File: config.mk
export PLATFORM = sky130hd
export DESIGN_NAME = ysyx_22050854_axi_line_master_flat
export DESIGN_NICKNAME = d
export VERILOG_FILES = /design/src/rtl/ysyx_22050854_axi_line_master_if.sv /design/src/rtl/ysyx_22050854_axi_line_master.sv /design/src/flat_wrapper.sv
export SDC_FILE = /design/constraint.sdc
export NUM_CORES = 1
export LEC_CHECK = 0
export BUFFER_PORTS_ARGS = -buffer_cell sky130_fd_sc_hd__buf_4
export CAP_MARGIN = 30
export CORE_AREA = 2 2 217 219
export CTS_CLUSTER_SIZE = 28
export DETAILED_ROUTE_END_ITERATION = 10
export DIE_AREA = 0 0 219 221
export PLACE_DENSITY = 0.53
export SLEW_MARGIN = 40
export SYNTH_ARGS = -nofsm -noshare
export SYNTH_HDL_FRONTEND = slang
export SYNTH_SLANG_ARGS = --single-unit
export TNS_END_PERCENT = 5
File: constraint.sdc
create_clock -name clock -period 4.8 [get_ports clock]
set_input_delay 0.48 -clock clock [delete_from_list [all_inputs] [get_ports clock]]
set_output_delay 0.48 -clock clock [all_outputs]
set_load 0.02 [all_outputs]
File: src/rtl/ysyx_22050854_axi_line_master_if.sv
// Bundle of the cache-side request/response and AXI4 channel signals of the line master.
// The master modport is the DUT view; the slave modport is the cache plus memory side.
interface ysyx_22050854_axi_line_master_if;
   logic         req_valid;
   logic         req_ready;
   logic         req_write;
   logic [31:0]  req_addr;
   logic [127:0] req_wdata;
   logic         resp_valid;
   logic [127:0] resp_rdata;
   logic         resp_err;

   logic         arvalid;
   logic         arready;
   logic [31:0]  araddr;
   logic [3:0]   arid;
   logic [7:0]   arlen;
   logic [2:0]   arsize;
   logic [1:0]   arburst;

   logic         rvalid;
   logic         rready;
   logic [63:0]  rdata;
   logic [1:0]   rresp;
   logic [3:0]   rid;
   logic         rlast;

   logic         awvalid;
   logic         awready;
   logic [31:0]  awaddr;
   logic [3:0]   awid;
   logic [7:0]   awlen;
   logic [2:0]   awsize;
   logic [1:0]   awburst;

   logic         wvalid;
   logic         wready;
   logic [63:0]  wdata;
   logic [7:0]   wstrb;
   logic         wlast;

   logic         bvalid;
   logic         bready;
   logic [1:0]   bresp;
   logic [3:0]   bid;

   modport master (
      input  req_valid, req_write, req_addr, req_wdata,
      output req_ready, resp_valid, resp_rdata, resp_err,
      output arvalid, araddr, arid, arlen, arsize, arburst,
      input  arready,
      input  rvalid, rdata, rresp, rid, rlast,
      output rready,
      output awvalid, awaddr, awid, awlen, awsize, awburst,
      input  awready,
      output wvalid, wdata, wstrb, wlast,
      input  wready,
      input  bvalid, bresp, bid,
      output bready
   );

   modport slave (
      output req_valid, req_write, req_addr, req_wdata,
      input  req_ready, resp_valid, resp_rdata, resp_err,
      input  arvalid, araddr, arid, arlen, arsize, arburst,
      output arready,
      output rvalid, rdata, rresp, rid, rlast,
      input  rready,
      input  awvalid, awaddr, awid, awlen, awsize, awburst,
      output awready,
      input  wvalid, wdata, wstrb, wlast,
      output wready,
      output bvalid, bresp, bid,
      input  bready
   );
endinterface

File: src/rtl/ysyx_22050854_axi_line_master.sv
// AXI4 master moving one 16-byte line per request as a 2-beat INCR burst (refill or writeback).
// Optional response checking: define YSYX_22050854_AXI_LINE_MASTER_RESP_CHECK_EN.
module ysyx_22050854_axi_line_master #(
   parameter logic [3:0] AXI_ID = 4'd0
) (
   input  logic        clock,
   input  logic        reset,
   ysyx_22050854_axi_line_master_if.master io_bus,
   output logic [2:0]  o_dbg_state
);
   // Every channel transfers on a cycle where valid && ready are both high at posedge;
   // a raised valid holds its payload stable until that handshake.
   localparam logic [2:0] S_IDLE = 3'd0;
   localparam logic [2:0] S_AR   = 3'd1;
   localparam logic [2:0] S_R    = 3'd2;
   localparam logic [2:0] S_AW   = 3'd3;
   localparam logic [2:0] S_W    = 3'd4;
   localparam logic [2:0] S_B    = 3'd5;

   logic [2:0]   r_state;
   logic [27:0]  r_addr;
   logic [127:0] r_wline;
   logic [63:0]  r_rlo;
   logic [127:0] r_rdata;
   logic         r_beat;
   logic         r_err;
   logic         r_resp_valid;
   logic         r_resp_err;

   logic         w_r_end;
   logic         w_r_err;
   logic         w_b_err;

`ifdef YSYX_22050854_AXI_LINE_MASTER_RESP_CHECK_EN
   // A missing rlast on beat1 still terminates the burst; it is reported as an error.
   assign w_r_end = io_bus.rlast | r_beat;
   assign w_r_err = (io_bus.rresp != 2'b00) | (io_bus.rid != AXI_ID) |
                    (io_bus.rlast != r_beat);
   assign w_b_err = (io_bus.bresp != 2'b00) | (io_bus.bid != AXI_ID);
   logic w_unused;
   assign w_unused = ^io_bus.req_addr[3:0];
`else
   assign w_r_end = io_bus.rlast;
   assign w_r_err = 1'b0;
   assign w_b_err = 1'b0;
   logic w_unused;
   assign w_unused = ^{io_bus.req_addr[3:0], io_bus.rresp, io_bus.rid,
                       io_bus.bresp, io_bus.bid};
`endif

   always_ff @(posedge clock) begin
      if (reset) begin
         r_state      <= S_IDLE;
         r_addr       <= 28'd0;
         r_wline      <= 128'd0;
         r_rlo        <= 64'd0;
         r_rdata      <= 128'd0;
         r_beat       <= 1'b0;
         r_err        <= 1'b0;
         r_resp_valid <= 1'b0;
         r_resp_err   <= 1'b0;
      end else begin
         r_resp_valid <= 1'b0;
         r_resp_err   <= 1'b0;
         case (r_state)
            S_IDLE: if (io_bus.req_valid) begin
               r_addr  <= io_bus.req_addr[31:4];
               r_wline <= io_bus.req_wdata;
               r_rlo   <= 64'd0;
               r_beat  <= 1'b0;
               r_err   <= 1'b0;
               r_state <= io_bus.req_write ? S_AW : S_AR;
            end
            S_AR: if (io_bus.arready) r_state <= S_R;
            S_R: if (io_bus.rvalid) begin
               r_err <= r_err | w_r_err;
               if (w_r_end) begin
                  // A short burst leaves the upper half of the line zero.
                  r_rdata      <= r_beat ? {io_bus.rdata, r_rlo} : {64'd0, io_bus.rdata};
                  r_resp_valid <= 1'b1;
                  r_resp_err   <= r_err | w_r_err;
                  r_beat       <= 1'b0;
                  r_state      <= S_IDLE;
               end else begin
                  if (!r_beat) r_rlo <= io_bus.rdata;
                  r_beat <= ~r_beat;
               end
            end
            S_AW: if (io_bus.awready) r_state <= S_W;
            S_W: if (io_bus.wready) begin
               r_beat <= ~r_beat;
               if (r_beat) r_state <= S_B;
            end
            S_B: if (io_bus.bvalid) begin
               r_resp_valid <= 1'b1;
               r_resp_err   <= r_err | w_b_err;
               r_state      <= S_IDLE;
            end
            default: r_state <= S_IDLE;
         endcase
      end
   end

   assign io_bus.req_ready  = (r_state == S_IDLE);
   assign io_bus.resp_valid = r_resp_valid;
   assign io_bus.resp_rdata = r_rdata;
   assign io_bus.resp_err   = r_resp_err;

   assign io_bus.arvalid = (r_state == S_AR);
   assign io_bus.araddr  = {r_addr, 4'h0};
   assign io_bus.arid    = AXI_ID;
   assign io_bus.arlen   = 8'd1;
   assign io_bus.arsize  = 3'd3;
   assign io_bus.arburst = 2'b01;
   assign io_bus.rready  = (r_state == S_R);

   assign io_bus.awvalid = (r_state == S_AW);
   assign io_bus.awaddr  = {r_addr, 4'h0};
   assign io_bus.awid    = AXI_ID;
   assign io_bus.awlen   = 8'd1;
   assign io_bus.awsize  = 3'd3;
   assign io_bus.awburst = 2'b01;

   assign io_bus.wvalid = (r_state == S_W);
   assign io_bus.wdata  = r_beat ? r_wline[127:64] : r_wline[63:0];
   assign io_bus.wstrb  = 8'hFF;
   assign io_bus.wlast  = r_beat;
   assign io_bus.bready = (r_state == S_B);

   assign o_dbg_state = r_state;
endmodule

File: src/flat_wrapper.sv
// flat-port wrapper written by rule: the top's interface ports become plain ports
module ysyx_22050854_axi_line_master_flat 
#(
   parameter logic [3:0] AXI_ID = 4'd0
)
  (clock, reset, o_dbg_state, io_bus_req_valid, io_bus_req_write, io_bus_req_addr, io_bus_req_wdata, io_bus_req_ready, io_bus_resp_valid, io_bus_resp_rdata, io_bus_resp_err, io_bus_arvalid, io_bus_araddr, io_bus_arid, io_bus_arlen, io_bus_arsize, io_bus_arburst, io_bus_arready, io_bus_rvalid, io_bus_rdata, io_bus_rresp, io_bus_rid, io_bus_rlast, io_bus_rready, io_bus_awvalid, io_bus_awaddr, io_bus_awid, io_bus_awlen, io_bus_awsize, io_bus_awburst, io_bus_awready, io_bus_wvalid, io_bus_wdata, io_bus_wstrb, io_bus_wlast, io_bus_wready, io_bus_bvalid, io_bus_bresp, io_bus_bid, io_bus_bready);
  ysyx_22050854_axi_line_master_if io_bus_i ();
  input  logic clock;
  input  logic reset;
  output logic [2:0] o_dbg_state;
  input wire logic [$bits(io_bus_i.req_valid)-1:0] io_bus_req_valid;
  input wire logic [$bits(io_bus_i.req_write)-1:0] io_bus_req_write;
  input wire logic [$bits(io_bus_i.req_addr)-1:0] io_bus_req_addr;
  input wire logic [$bits(io_bus_i.req_wdata)-1:0] io_bus_req_wdata;
  output wire logic [$bits(io_bus_i.req_ready)-1:0] io_bus_req_ready;
  output wire logic [$bits(io_bus_i.resp_valid)-1:0] io_bus_resp_valid;
  output wire logic [$bits(io_bus_i.resp_rdata)-1:0] io_bus_resp_rdata;
  output wire logic [$bits(io_bus_i.resp_err)-1:0] io_bus_resp_err;
  output wire logic [$bits(io_bus_i.arvalid)-1:0] io_bus_arvalid;
  output wire logic [$bits(io_bus_i.araddr)-1:0] io_bus_araddr;
  output wire logic [$bits(io_bus_i.arid)-1:0] io_bus_arid;
  output wire logic [$bits(io_bus_i.arlen)-1:0] io_bus_arlen;
  output wire logic [$bits(io_bus_i.arsize)-1:0] io_bus_arsize;
  output wire logic [$bits(io_bus_i.arburst)-1:0] io_bus_arburst;
  input wire logic [$bits(io_bus_i.arready)-1:0] io_bus_arready;
  input wire logic [$bits(io_bus_i.rvalid)-1:0] io_bus_rvalid;
  input wire logic [$bits(io_bus_i.rdata)-1:0] io_bus_rdata;
  input wire logic [$bits(io_bus_i.rresp)-1:0] io_bus_rresp;
  input wire logic [$bits(io_bus_i.rid)-1:0] io_bus_rid;
  input wire logic [$bits(io_bus_i.rlast)-1:0] io_bus_rlast;
  output wire logic [$bits(io_bus_i.rready)-1:0] io_bus_rready;
  output wire logic [$bits(io_bus_i.awvalid)-1:0] io_bus_awvalid;
  output wire logic [$bits(io_bus_i.awaddr)-1:0] io_bus_awaddr;
  output wire logic [$bits(io_bus_i.awid)-1:0] io_bus_awid;
  output wire logic [$bits(io_bus_i.awlen)-1:0] io_bus_awlen;
  output wire logic [$bits(io_bus_i.awsize)-1:0] io_bus_awsize;
  output wire logic [$bits(io_bus_i.awburst)-1:0] io_bus_awburst;
  input wire logic [$bits(io_bus_i.awready)-1:0] io_bus_awready;
  output wire logic [$bits(io_bus_i.wvalid)-1:0] io_bus_wvalid;
  output wire logic [$bits(io_bus_i.wdata)-1:0] io_bus_wdata;
  output wire logic [$bits(io_bus_i.wstrb)-1:0] io_bus_wstrb;
  output wire logic [$bits(io_bus_i.wlast)-1:0] io_bus_wlast;
  input wire logic [$bits(io_bus_i.wready)-1:0] io_bus_wready;
  input wire logic [$bits(io_bus_i.bvalid)-1:0] io_bus_bvalid;
  input wire logic [$bits(io_bus_i.bresp)-1:0] io_bus_bresp;
  input wire logic [$bits(io_bus_i.bid)-1:0] io_bus_bid;
  output wire logic [$bits(io_bus_i.bready)-1:0] io_bus_bready;
  assign io_bus_i.req_valid = io_bus_req_valid;
  assign io_bus_i.req_write = io_bus_req_write;
  assign io_bus_i.req_addr = io_bus_req_addr;
  assign io_bus_i.req_wdata = io_bus_req_wdata;
  assign io_bus_req_ready = io_bus_i.req_ready;
  assign io_bus_resp_valid = io_bus_i.resp_valid;
  assign io_bus_resp_rdata = io_bus_i.resp_rdata;
  assign io_bus_resp_err = io_bus_i.resp_err;
  assign io_bus_arvalid = io_bus_i.arvalid;
  assign io_bus_araddr = io_bus_i.araddr;
  assign io_bus_arid = io_bus_i.arid;
  assign io_bus_arlen = io_bus_i.arlen;
  assign io_bus_arsize = io_bus_i.arsize;
  assign io_bus_arburst = io_bus_i.arburst;
  assign io_bus_i.arready = io_bus_arready;
  assign io_bus_i.rvalid = io_bus_rvalid;
  assign io_bus_i.rdata = io_bus_rdata;
  assign io_bus_i.rresp = io_bus_rresp;
  assign io_bus_i.rid = io_bus_rid;
  assign io_bus_i.rlast = io_bus_rlast;
  assign io_bus_rready = io_bus_i.rready;
  assign io_bus_awvalid = io_bus_i.awvalid;
  assign io_bus_awaddr = io_bus_i.awaddr;
  assign io_bus_awid = io_bus_i.awid;
  assign io_bus_awlen = io_bus_i.awlen;
  assign io_bus_awsize = io_bus_i.awsize;
  assign io_bus_awburst = io_bus_i.awburst;
  assign io_bus_i.awready = io_bus_awready;
  assign io_bus_wvalid = io_bus_i.wvalid;
  assign io_bus_wdata = io_bus_i.wdata;
  assign io_bus_wstrb = io_bus_i.wstrb;
  assign io_bus_wlast = io_bus_i.wlast;
  assign io_bus_i.wready = io_bus_wready;
  assign io_bus_i.bvalid = io_bus_bvalid;
  assign io_bus_i.bresp = io_bus_bresp;
  assign io_bus_i.bid = io_bus_bid;
  assign io_bus_bready = io_bus_i.bready;
  ysyx_22050854_axi_line_master #(.AXI_ID(AXI_ID)) u_core (.clock(clock), .reset(reset), .io_bus(io_bus_i), .o_dbg_state(o_dbg_state));
endmodule
==> flow_results.org, run 1 <==
** Status
- The run finished with clean final reports.

** Pwr
- Leakage power figure :: between 0.007 and 0.008 uW
- In this run the power density over the cells is roughly 490 mW/mm^2.
- Across the VDD grid, the largest voltage drop is 0.501 mV.

** CTS
- Num Clock Sinks :: between 300 and 400
- The H-tree was split into 2 levels.
- The root buffer cell chosen for the clock tree is sky130_fd_sc_hd__clkbuf_16.
- Setup fix buffers added after clock tree synthesis :: 0
- Clock latency on the worst-skew pair, taken at its later pin, is 0.56 ns.
- CTS tree :: done
- After clock tree synthesis, the clock-pin slew on the worst setup and hold paths is roughly 0.06 ns.
- TritonCTS created 41 clock buffers.
- Hold repair after CTS inserted 0 buffers.
- In this run, post-CTS repair resized a total of 0 instances.
- The longest clock path from root to sink contains 3 buffers.

** Setup path
- The setup path with the least slack is of type reg2out.
- On the worst path, the slowest cell contributes a delay of 0.59 ns.
- Endpoint required time on the critical path :: around 4.3 ns
- CP most frequent cell :: sky130_fd_sc_hd__buf_12
- The worst register-to-register path has a depth of 7.
- Slowest cell on crit path :: sky130_fd_sc_hd__dfxtp_4
- The critical path goes through buf_12 > buf_12 > buf_16 > mux2_2 > buf_4.
- The critical path crosses 5 cells after its start point.
- Along the worst path, the maximum fanout reaches 100.
- The worst setup path is captured at an output pin.
- Data on the critical path arrives at its endpoint at 2.93 ns.
- The number of buffers and inverters on the critical path is 4.
- Broken down by cell family, the worst path's largest delay share belongs to buffers and inverters.
- The worst setup path is launched from a register.

** Synthesis
- Sequential cells were found to cover 48.9% of the synthesized design area.
- Ys flop type :: sky130_fd_sc_hd__dfxtp_1
- Post-synthesis register bit count :: about 350
- The number of different library cells used by synthesis comes to 32.
- In the synthesized netlist, the number of instances is 1733.
- During synthesis, Yosys emitted a total of 0 warnings.
- Summing every instance area after synthesis gives ~0.014 sq mm.
- Synth async-reset ratio :: 0%
- Post-synth EDFFs :: 0
- Averaged over all synthesized cells, the footprint is between 8 and 9 sq um.

** Floorplan
- Overall die width :: 219 um
- Die outline height :: about 220 um
- Initial cell density of the core :: between 30% and 40%
- Number of placed I/O pins :: 556
- Row Count :: 79
- The die covers 0.0484 sq mm.
- Core area :: 0.0461 sq mm

** GRT
- Initial antenna violation count :: 0
- Maximum number of pins on one net before global-route repair :: ~160
- Gr usage total :: 17.9%
- Global-route wire length before repair :: 69.6 mm
- GR Overflow Total :: 0
- Number of global-route vias before repair :: between 10k and 15k

** Timing
- Max-slew violations :: 0
- Setup TNS :: 0 ns
- Ratio of final minimum period to clock period :: between 70% and 80%
- Slew of the pin with the lowest slew margin :: a little over 0.8 ns
- Remaining max-slew budget at the tightest pin :: a little under half
- Post-route worst setup slack :: ~1.4 ns
- Static timing analysis puts the maximum clock frequency at 0.293 GHz.
- Setup repair after global routing left no endpoint under its margin.
- Count of final setup violators :: 0
- The final number of hold-violating endpoints came to 0.
- Crit path time final :: 3.41 ns
- Across the routed clock network, the largest skew measured is 0.0172 ns.

** Layout
- Fill count :: around 4.7k
- In the layout the commonest cells are 498 x sky130_fd_sc_hd__buf_4, 442 x sky130_fd_sc_hd__nand2_1, 352 x sky130_fd_sc_hd__dfxtp_1, 289 x sky130_fd_sc_hd__a21oi_1, 129 x sky130_fd_sc_hd__nand3_1.
- Finished layout cell area :: 0.0194 sq mm
- In the final layout, the share of cells above drive strength 1 is about 30%.
- The number of antenna diodes in the final layout is 0.
- Net count reported at finish :: roughly 2.4k
- Area growth from synthesis to layout :: 34.7%
- Most common library cell in the layout ignoring fill and taps :: sky130_fd_sc_hd__buf_4
- After the flow finishes, the layout carries non-filler instances totaling ~2.7k.

** Placed design
- Before CTS, the worst setup slack after placement is between 2 and 2.5 ns.
- Half-perimeter wire length of the detailed placement result :: roughly 30 mm
- In this run the tool buffered the top-level ports with about 500 buffer cells.
- Inst Count DP :: 2668
- Cell area reported after detailed placement :: between 0.015 and 0.02 sq mm
- The congestion estimate from routability-driven global placement came to 0.803.

** Detailed routing
- The detailed router finished its first iteration with 711 violations.
- The final route contains 12.9k vias.
- The first TritonRoute pass finished after 5 iterations.
- The routed design has about 45 mm of wire.
- The detail route stage leaves a number of antenna-violating nets equal to 0.
- Using the TritonRoute via totals, the vias-per-cell ratio works out to 4.70.
- After detailed routing, the average wire length per cell comes to ~16 um.
- Total DRC errors in the routed layout :: 0

** Worst hold path
- Cell depth of the worst min-delay path :: 3
- Tightest Hold Check Type :: in2reg

** Job
- Max-cap viol count :: 0
## registers in the layout, summed over array words and instances, names as in the netlist
| name | cells |
|---|---|
| u_core.io_bus.resp_rdata | 128 |
| u_core.r_wline | 128 |
| u_core.r_rlo | 64 |
| u_core.r_addr | 28 |
| u_core.o_dbg_state | 3 |
| u_core.io_bus.resp_valid | 1 |
| u_core.io_bus.wlast | 1 |
## worst min-delay path, cell delays in order
cell and delay (ns):
sky130_fd_sc_hd__buf_4 0.10, sky130_fd_sc_hd__nand2_1 0.04, sky130_fd_sc_hd__a21oi_1 0.05
## report_power, final
part	switching [uW]	internal, uW	leakage, uW
registers	252	3310	0.00287
logic	1780	1050	0.00423
clock network	1250	1860	0.000666
## cells in the mapped netlist (all sizes together) (2+ instances only)
cell type / instances / area share, %
conb: 2 / 0.052
nand3: 130 / 4.5
mux2i: 67 / 4.6
clkbuf: 79 / 2.1
nor3b: 4 / 0.24
nor3: 3 / 0.10
nand2: 442 / 11
o21ai: 3 / 0.10
nor2: 69 / 1.8
a211oi: 64 / 3.3
mux2: 64 / 5.0
nand3b: 2 / 0.10
dfxtp: 353 / 49
and3: 2 / 0.087
buf: 148 / 6.8
a21oi: 289 / 10
## cells by family after synthesis
kind of cell	count (synthesis)	synth area share, %
simple gates	657	18.7
compound gates	362	13.8
flops	353	48.9
buf+inv	228	8.85
mux	131	9.64
other cells	2	0.0520
## layout make-up
| type | count | area [sq um] | area share, % |
|---|---|---|---|
| inverter | 1 | 3.75 | 0.0193 |
| clock inverter | 8 | 98.8 | 0.508 |
| clock buffer | 63 | 1260 | 6.47 |
| timing repair buffer | 508 | 3940 | 20.3 |
| multi-input combinational | 1201 | 6310 | 32.5 |
| sequential | 353 | 7070 | 36.4 |
| tap | 607 | 759 | 3.91 |
## per-layer routing
metal / GRT usage [%] / vias up / wire length (um)
li1: - / 6467 / -
met1: 22.4 / 5988 / 19300
met2: 28.9 / 376 / 20900
met3: 6.49 / 45 / 3920
met4: 4.84 / 0 / 736
met5: 0 / - / 0
## stage by stage
stage / hold WS (ns) / utilization, % / total power, uW
2_1_floorplan: 0.432 / - / 5520
3_3_place_gp: 0.437 / 39.0 / 6430
3_5_place_dp: 0.443 / 39.2 / 6480
4_1_cts: 0.127 / 42.1 / 9640
5_1_grt: 0.143 / 42.2 / 10000
6_report: 0.168 / 42.2 / 9500
## worst paths after layout
kind | start | endpoint | slack [ns]
setup / recovery | u_core.io_bus.wlast | io_bus_wdata[58] | 1.39
setup reg to reg | u_core.io_bus.wlast | u_core.o_dbg_state[1] | 2.10
hold reg to reg | u_core.r_rlo[46] | u_core.r_rlo[46] | 0.45
hold / removal | io_bus_req_addr[22] | u_core.r_addr[18] | 0.17
Power figures use the tool's default switching activity.
==> run 2: changes to the inputs <==
--- a/config.mk
+++ b/config.mk
@@ -5,13 +5,14 @@
 export SDC_FILE = /design/constraint.sdc
 export NUM_CORES = 1
 export LEC_CHECK = 0
+export ABC_AREA = 1
 export BUFFER_PORTS_ARGS = -buffer_cell sky130_fd_sc_hd__buf_4
 export CAP_MARGIN = 30
-export CORE_AREA = 2 2 217 219
+export CORE_AREA = 2 2 219 221
 export CTS_CLUSTER_SIZE = 28
 export DETAILED_ROUTE_END_ITERATION = 10
-export DIE_AREA = 0 0 219 221
-export PLACE_DENSITY = 0.53
+export DIE_AREA = 0 0 221 223
+export PLACE_DENSITY = 0.55
 export SLEW_MARGIN = 40
 export SYNTH_ARGS = -nofsm -noshare
 export SYNTH_HDL_FRONTEND = slang
==> constraint.sdc (replaced) <==
create_clock -name clock -period 3.1 [get_ports clock]
set_input_delay 0.31 -clock clock [delete_from_list [all_inputs] [get_ports clock]]
set_output_delay 0.31 -clock clock [all_outputs]
set_load 0.02 [all_outputs]
==> flow_results.org, run 2 <==
** Timing
- Crit path time final :: around 2.6 ns
- The post-route worst setup slack is 0.460 ns (-0.933 ns).
- The worst clock skew was 0.0192 ns (+0.00207 ns).
- Max-slew violations :: 0 (unchanged)
- The worst slew margin relative to its limit came to 46.0% (+0.30 points).
- Count of final setup violators :: 0 (unchanged)
- RSZ-0062 raised after global routing :: no
- The slew of the pin with the lowest slew margin is 0.810 ns (-0.00452 ns).
- The final setup TNS came to 0 ns (unchanged).
- The final number of hold-violating endpoints is 0 (unchanged).
- Ratio of final minimum period to clock period :: 85.2%
- Achievable clock frequency :: about 0.38 GHz

** Layout
- Net count reported at finish :: 2587 (+10%)
- Finished layout cell area :: 0.0197 sq mm (+1.3%)
- Proportion of layout cells with a drive suffix above 1 :: 24.8% (-5.3 points)
- The library cell used most frequently in the layout, excluding fill and tap cells, is sky130_fd_sc_hd__buf_4.
- Final standard cell count with taps included and fillers excluded :: 2984 (+8.9%)
- The count of fill cells added during filler insertion was 4815 (+2.2%).
- From synthesis to final layout, the design area changed by 34.3%.
- The top cell types in the final layout, fill and taps aside, are 507 x sky130_fd_sc_hd__buf_4, 493 x sky130_fd_sc_hd__nand2_1, 352 x sky130_fd_sc_hd__dfxtp_1, 206 x sky130_fd_sc_hd__nor2_1, 174 x sky130_fd_sc_hd__o21ai_0.

** Pwr
- The maximum vdd drop was 0.505 mV (+0.73%).
- The overall power is 16400 uW (+72%).
- The power per unit of standard cell area is 831 mW/mm^2 (+70%).
- The reported leakage power came to 0.00851 uW (+9.6%).

** Synthesis
- The number of flip-flops and latches in the synthesized netlist is 353 (unchanged).
- Cell with the most instances after synthesis :: sky130_fd_sc_hd__nand2_1
- The share of Yosys cell area claimed by the top area cell type came to 48.2% (-0.76 points).
- Ys flop type :: sky130_fd_sc_hd__dfxtp_1
- Cell types occupying the most area after synthesis :: sky130_fd_sc_hd__dfxtp_1 48%, sky130_fd_sc_hd__nand2_1 13%, sky130_fd_sc_hd__o21ai_0 5.9%, sky130_fd_sc_hd__a21oi_1 5.4%, sky130_fd_sc_hd__nor2_1 5.3%
- The synthesized instance count was 1971 (+14%).
- Portion of the post-synthesis area used by sequential elements :: 48.2% (-0.76 points)
- The post-synthesis average cell area came to 7.44 sq um (-11%).
- The synthesized design spends more area on one cell type than any other, namely sky130_fd_sc_hd__dfxtp_1.
- Number of different library cells in the post-synthesis netlist :: 25 (-22%)
- The number of enable-type register cells in the synthesized netlist was 0 (unchanged).
- The share of synthesized flip-flops with an asynchronous set or reset was 0% (unchanged).
- The post-synthesis instance area came to 0.0147 sq mm (+1.6%).
- Counting instances in the post-synthesis netlist gives the leading cell types as 493 x sky130_fd_sc_hd__nand2_1, 353 x sky130_fd_sc_hd__dfxtp_1, 207 x sky130_fd_sc_hd__nor2_1.
- Yosys warning count :: 0 (unchanged)

** Setup path
- By startpoint and endpoint, the worst setup path is classified as reg2out.
- Endpoint class of the critical path :: output pin
- Endpoint required time on the critical path :: 2.79 ns (-1.53 ns)
- The maximum fanout along the worst path is 93 (-7.0%).
- The data arrival at the endpoint of the critical path was 2.33 ns (-0.60 ns).
- The worst setup path is launched from a register.

** CTS
- Clock slew at reported path FFs :: 0.06 ns (about the same)
- The number of gates given a new drive strength after cts came to 0 (unchanged).
- Hold buffers post-CTS :: 8 (+8)
- Maximum buffer depth of the clock tree :: 3 (unchanged)
- Num Clock Sinks :: 353 (unchanged)
- Setup fix buffers added after clock tree synthesis :: 0 (unchanged)
- TritonCTS built the clock tree.
- Number of CTS-inserted buffers :: 42 (+2.4%)
- H-tree levels :: 2 (unchanged)
- The cell sitting at the root of the clock tree is a sky130_fd_sc_hd__clkbuf_16.
- Clk_lat worst skew :: 0.55 ns (about the same)

** Placed design
- The cell area after placement is 0.0182 sq mm (+1.2%).
- Half-perimeter wire length of the detailed placement result :: 35.5 mm (+18%)
- The quantity of I/O buffers inserted on ports was 488 (unchanged).
- The worst setup slack after placement was 0.832 ns (-1.32 ns).
- The final estimated routing congestion in global placement is 0.834 (+3.8%).
- Inst Count DP :: 2904 (+8.8%)

** Floorplan
- Number of placed I/O pins :: 556 (unchanged)
- The starting density of the core came to 31.1% (-0.24 points).
- The die width is 221 um (+0.91%).
- The site row count was 80 (+1.3%).
- The area of the core was 0.0471 sq mm (+2.4%).
- The vertical die dimension came to 223 um (+0.90%).
- The overall die area was 0.0493 sq mm (+1.8%).

** GRT
- The number of global-route vias before repair is 13.5k (+9.6%).
- The overflow left after global routing was 0 (unchanged).
- The number of antenna violations at the first check in global routing is 4 (+4).
- Maximum number of pins on one net before global-route repair :: 131 (-17%)
- Global-route wire length before repair :: 79.7 mm (+14%)
- The overall fraction of global-route tracks in use is 20.3% (+2.4 points).

** Status
- The run finished with clean final reports.

** Detailed routing
- Vias per std cell :: 4.85 (+3.3%)
- Number of DRC markers after the initial detailed-route iteration :: 1037 (+46%)
- Routed wire length per instance :: 17.5 um (+7.3%)
- The post-detailed-routing wire length came to 52.4 mm (+17%).
- Number of optimization iterations in the first detailed-route pass :: 5 (unchanged)
- Overall via count from detail_route :: 14.5k (+12%)
- Antenna Nets Post-Route :: 0 (unchanged)
- The count of unresolved DRC violations after routing was 0 (unchanged).

** Job
- The number of max-cap violations came to 0 (unchanged).

** Worst hold path
- Tightest Hold Check Type :: in2reg
-- run 2: cell types whose count changed in the layout (fill, tap and decap cells not counted), moves of 8 or more --
cell                            before  now
sky130_fd_sc_hd__a211oi_1           64    0
sky130_fd_sc_hd__a21oi_1           289  157
sky130_fd_sc_hd__a31oi_1             0   64
sky130_fd_sc_hd__a32oi_1             1   64
sky130_fd_sc_hd__buf_4             498  507
sky130_fd_sc_hd__dlygate4sd3_1       0    8
sky130_fd_sc_hd__inv_1               1   75
sky130_fd_sc_hd__mux2_2             64    0
sky130_fd_sc_hd__mux2i_1            67    0
sky130_fd_sc_hd__nand2_1           442  493
sky130_fd_sc_hd__nand3_1           129  100
sky130_fd_sc_hd__nor2_1             69  206
sky130_fd_sc_hd__o21ai_0             3  174
sky130_fd_sc_hd__o21ai_1             0   20
-- run 2: worst max-delay path, cell delays in order, from the launching register on --
cell                      delay [ns]
sky130_fd_sc_hd__dfxtp_1        0.44
sky130_fd_sc_hd__nor2_4         0.21
sky130_fd_sc_hd__inv_2          0.08
sky130_fd_sc_hd__nor2_4         0.16
sky130_fd_sc_hd__buf_6          0.54
sky130_fd_sc_hd__buf_4          0.27
-- run 2: area by class of cell --
type,instances,area [sq um],area share (%)
multi-input combinational,1342,6160,31.3
timing repair buffer,523,4030,20.5
tap,615,769,3.91
clock buffer,63,1230,6.25
antenna,1,2.50,0.0127
clock inverter,8,129,0.655
sequential,353,7070,35.9
inverter,79,303,1.54
-- run 2: metal layers --
layer / routed length (um) / track usage, % / up-vias
li1: - / - / 7129
met1: 21700 / 24.9 / 6787
met2: 25700 / 34.9 / 493
met3: 3860 / 5.24 / 76
met4: 1160 / 5.91 / 0
met5: 0 / 0 / -
-- run 2: path summary, 6_finish.rpt --
path,end,start,slack (ns),depth (start not counted)
hold reg to reg,u_core.r_wline[0],u_core.r_wline[0],0.45,2
setup / recovery,io_bus_req_ready,u_core.o_dbg_state[2],0.46,5
hold / removal,u_core.r_addr[27],io_bus_req_addr[31],0.03,3
setup reg to reg,u_core.r_rlo[9],u_core.o_dbg_state[2],0.83,9
-- run 2: metrics by stage --
| stage | hold WS, ns | util [%] |
|---|---|---|
| finish | 0.0337 | 41.8 |
| CTS | 0.000165 | 41.8 |
| floorplan | 0.424 | - |
| detailed placement | 0.439 | 38.7 |
| global placement | 0.433 | 38.7 |
| global route | 0.0136 | 41.8 |
-- run 2: kinds of logic after synthesis --
kind of cell,count (synthesis),share of synthesized area [%]
AND/OR/NAND/NOR,812,22.0
AO/OA/AOI/OAI,479,18.5
flip-flops,353,48.2
buffers and inverters,325,11.2
other,2,0.0512
-- run 2: report_power, final --
group	total (uW)	leakage, uW	switching (uW)	internal [uW]
logic	5520	0.00496	3640	1870
clock network	4910	0.000664	1930	2970
registers	5940	0.00288	491	5450
total	16400	0.00851	6070	10300
==> run 3: changes to the inputs <==
--- a/config.mk
+++ b/config.mk
@@ -5,13 +5,12 @@
 export SDC_FILE = /design/constraint.sdc
 export NUM_CORES = 1
 export LEC_CHECK = 0
-export ABC_AREA = 1
 export BUFFER_PORTS_ARGS = -buffer_cell sky130_fd_sc_hd__buf_4
 export CAP_MARGIN = 30
-export CORE_AREA = 2 2 219 221
+export CORE_AREA = 2 2 217 219
 export CTS_CLUSTER_SIZE = 28
 export DETAILED_ROUTE_END_ITERATION = 10
-export DIE_AREA = 0 0 221 223
+export DIE_AREA = 0 0 219 221
 export PLACE_DENSITY = 0.55
 export SLEW_MARGIN = 40
 export SYNTH_ARGS = -nofsm -noshare
==> flow_results.org, run 3 (synthesis results as in run 1) <==
** Status
- The run finished with clean final reports.

** GRT
- GR Overflow Total :: 0 (unchanged)
- Initial antenna violation count :: 0 (-4)
- Maximum number of pins on one net before global-route repair :: 91 (-31%)
- Gr usage total :: 18.5% (-1.8 points)
- The global-route wire length before repair is 72.4 mm (-9.2%).
- The number of global-route vias before repair came to 13.2k (-2.6%).

** Timing
- The worst slew margin relative to its limit was 47.2% (+1.2 points).
- The slew of the pin with the lowest slew margin came to 0.789 ns (-0.0207 ns).
- Crit path time final :: 2.47 ns (-0.173 ns)
- The total setup violations reported at the end of the flow was 0 (unchanged).
- The final setup TNS is 0 ns (unchanged).
- The final-report max-slew violation count was 0 (unchanged).
- Clock tree skew after final layout :: 0.0168 ns (-0.00238 ns)
- Count of endpoints failing hold in the final timing report :: 0 (unchanged)
- The part of the cycle the worst path needs is 79.6% (-5.6 points).
- RSZ-0062 raised after global routing :: no
- Achievable clock frequency :: 0.405 GHz (+7.0%)

** Placed design
- The final estimated routing congestion in global placement is 0.846 (+1.4%).
- The total half-perimeter wirelength after legalization and detailed placement was 30.8 mm (-13%).
- The number of placed instances, taps included was 2678 (-7.8%).
- The quantity of I/O buffers inserted on ports came to 488 (unchanged).

** Layout
- The share of layout cells above drive strength 1 is 28.4% (+3.6 points).
- Reg area :: 0.00707 sq mm (unchanged)
- Commonest cells after routing, fill and taps aside :: 501 x sky130_fd_sc_hd__buf_4, 442 x sky130_fd_sc_hd__nand2_1, 352 x sky130_fd_sc_hd__dfxtp_1, 289 x sky130_fd_sc_hd__a21oi_1, 144 x sky130_fd_sc_hd__dlygate4sd3_1
- Area of the multi-input gates :: 0.00630 sq mm (+2.4%)
- Final standard cell count with taps included and fillers excluded :: 2890 (-3.2%)
- Area growth from synthesis to layout :: 45.0%
- Final core utilization :: 45.4% (+3.7 points)
- Fill count :: 4517 (-6.2%)
- The number of nets at the end of the flow is 2505 (-3.2%).
- Diode insertion count for antenna repair :: 0 (-1)
- The library cell used most frequently in the layout, excluding fill and tap cells, is sky130_fd_sc_hd__buf_4.

** CTS
- CTS tree :: done
- The total number of H-tree levels was 2 (unchanged).
- Number of CTS-inserted buffers :: 41 (-2.4%)
- The number of gates given a new drive strength after cts was 0 (unchanged).
- Clock slew at reported path FFs :: 0.06 ns (about the same)
- The setup fix buffers added after clock tree synthesis came to 0 (unchanged).
- Clk_lat worst skew :: 0.55 ns (about the same)
- The number of clock sinks came to 353 (unchanged).
- The number of buffers on the longest clock path was 3 (unchanged).
- Clock tree synthesis selected as its root buffer the cell sky130_fd_sc_hd__clkbuf_16.

** Setup path
- Maximum fanout along the worst path :: 30 (-68%)
- STA classifies the critical path endpoint as an output pin.
- Worst Setup SP :: u_core.io_bus.wlast
- Combined buffer and inverter count along the critical path :: 3 (unchanged)
- Worst endpoint data arrival time :: 2.16 ns (-0.17 ns)
- Crit. path cell count :: 4 (-1)
- The largest stage delay on the critical path was 0.60 ns (+0.06 ns).
- Endpoint required time on the critical path :: 2.79 ns (about the same)
- The worst setup path is launched from a register.
- Slowest cell on crit path :: sky130_fd_sc_hd__dfxtp_4
- Chain of cells forming the critical path :: buf_12 > buf_4 > mux2_2 > buf_4
- The depth of the worst register-to-register path is 5 (-4).
- The cell that appears most often on the critical path is sky130_fd_sc_hd__buf_4.
- The worst setup path is of the reg2out kind.
- In this design, the largest share of critical-path delay is due to buffers and inverters.
- The worst register-to-register path begins at u_core.o_dbg_state[0].

** Floorplan
- The vertical die dimension is 221 um (-0.90%).
- The die width came to 219 um (-0.90%).
- Number of placed I/O pins :: 556 (unchanged)
- Row Count :: 79 (-1.3%)
- Die outline area :: 0.0484 sq mm (-1.8%)
- The area of the core came to 0.0461 sq mm (-2.3%).
- Initial cell density of the core :: 31.3% (+0.24 points)

** Detailed routing
- The average via count per standard cell was 4.68 (-3.7%).
- The count of unresolved DRC violations after routing was 0 (unchanged).
- The post-detailed-routing wire length was 46.6 mm (-11%).
- Number of DRC markers after the initial detailed-route iteration :: 738 (-29%)
- The first-pass detailed-route iteration total is 5 (unchanged).
- The total vias in the final route is 13.5k (-6.7%).
- Antenna Nets Post-Route :: 0 (unchanged)
- The average routed wire per standard cell was 16.1 um (-8.1%).

** Pwr
- Peak VDD IR :: 0.473 mV (-6.3%)
- The reported leakage power was 0.00840 uW (-1.3%).
- The power per unit of standard cell area came to 712 mW/mm^2 (-14%).

** Worst hold path
- The number of cells on the worst hold path is 3 (unchanged).
- Tightest Hold Check Type :: in2reg
- Critical hold path startpoint :: io_bus_rdata[39]

** Job
- Max-cap viol count :: 0 (unchanged)
run 3: per-layer routing:
layer | part of all wire (%) | up-vias | global-route usage, %
met5 | 0 | - | 0
met4 | 3.7 | 0 | 7.74
met3 | 7.9 | 75 | 5.15
met2 | 46 | 435 | 29.5
met1 | 42 | 6242 | 23.2
li1 | - | 6760 | -
run 3: report_power, final:
part	total (uW)	switching, uW	internal [uW]	leakage (uW)
Clock	4620	1890	2730	0.000631
Combinational	4790	2890	1890	0.00490
Sequential	5490	374	5120	0.00287
Total	14900	5150	9740	0.00840
run 3: final cells by class:
cell class / instances / area share, %
tap: 607 / 3.63
timing repair buffer: 661 / 26.4
sequential: 353 / 33.8
clock buffer: 59 / 5.86
multi-input combinational: 1201 / 30.1
clock inverter: 8 / 0.239
inverter: 1 / 0.0179
run 3: timing repair:
action                                  4_1_cts  5_1_grt
hold buffers                                144        0
endpoints found under the setup margin        0        0
endpoints found under the hold margin       144        0
run 3: path summary, 6_finish.rpt:
path	slack [ns]	to
max	0.63	io_bus_wdata[37]
min reg2reg	0.45	u_core.r_rlo[52]
max reg2reg	0.92	u_core.r_wline[72]
min	0.04	u_core.r_rlo[39]
run 3: per-stage QoR:
stage | power (uW) | worst slack [ns] | instance area (sq um) | hold slack [ns]
finish | 14900 | 0.633 | 20900 | 0.0369
global route | 15700 | 0.536 | 20900 | 0.0210
CTS | 15100 | 0.345 | 20900 | 0.000719
detailed placement | 10300 | 0.925 | 18200 | 0.443
global placement | 10200 | 0.948 | 18200 | 0.437
floorplan | 8550 | 1.12 | 14600 | 0.432
run 3: worst register-to-register path, stage by stage (launching register included):
cell,delay [ns]
sky130_fd_sc_hd__dfxtp_1,0.51
sky130_fd_sc_hd__nor4b_4,0.52
sky130_fd_sc_hd__buf_12,0.35
sky130_fd_sc_hd__buf_4,0.49
sky130_fd_sc_hd__nand2_1,0.11
sky130_fd_sc_hd__a21oi_1,0.13
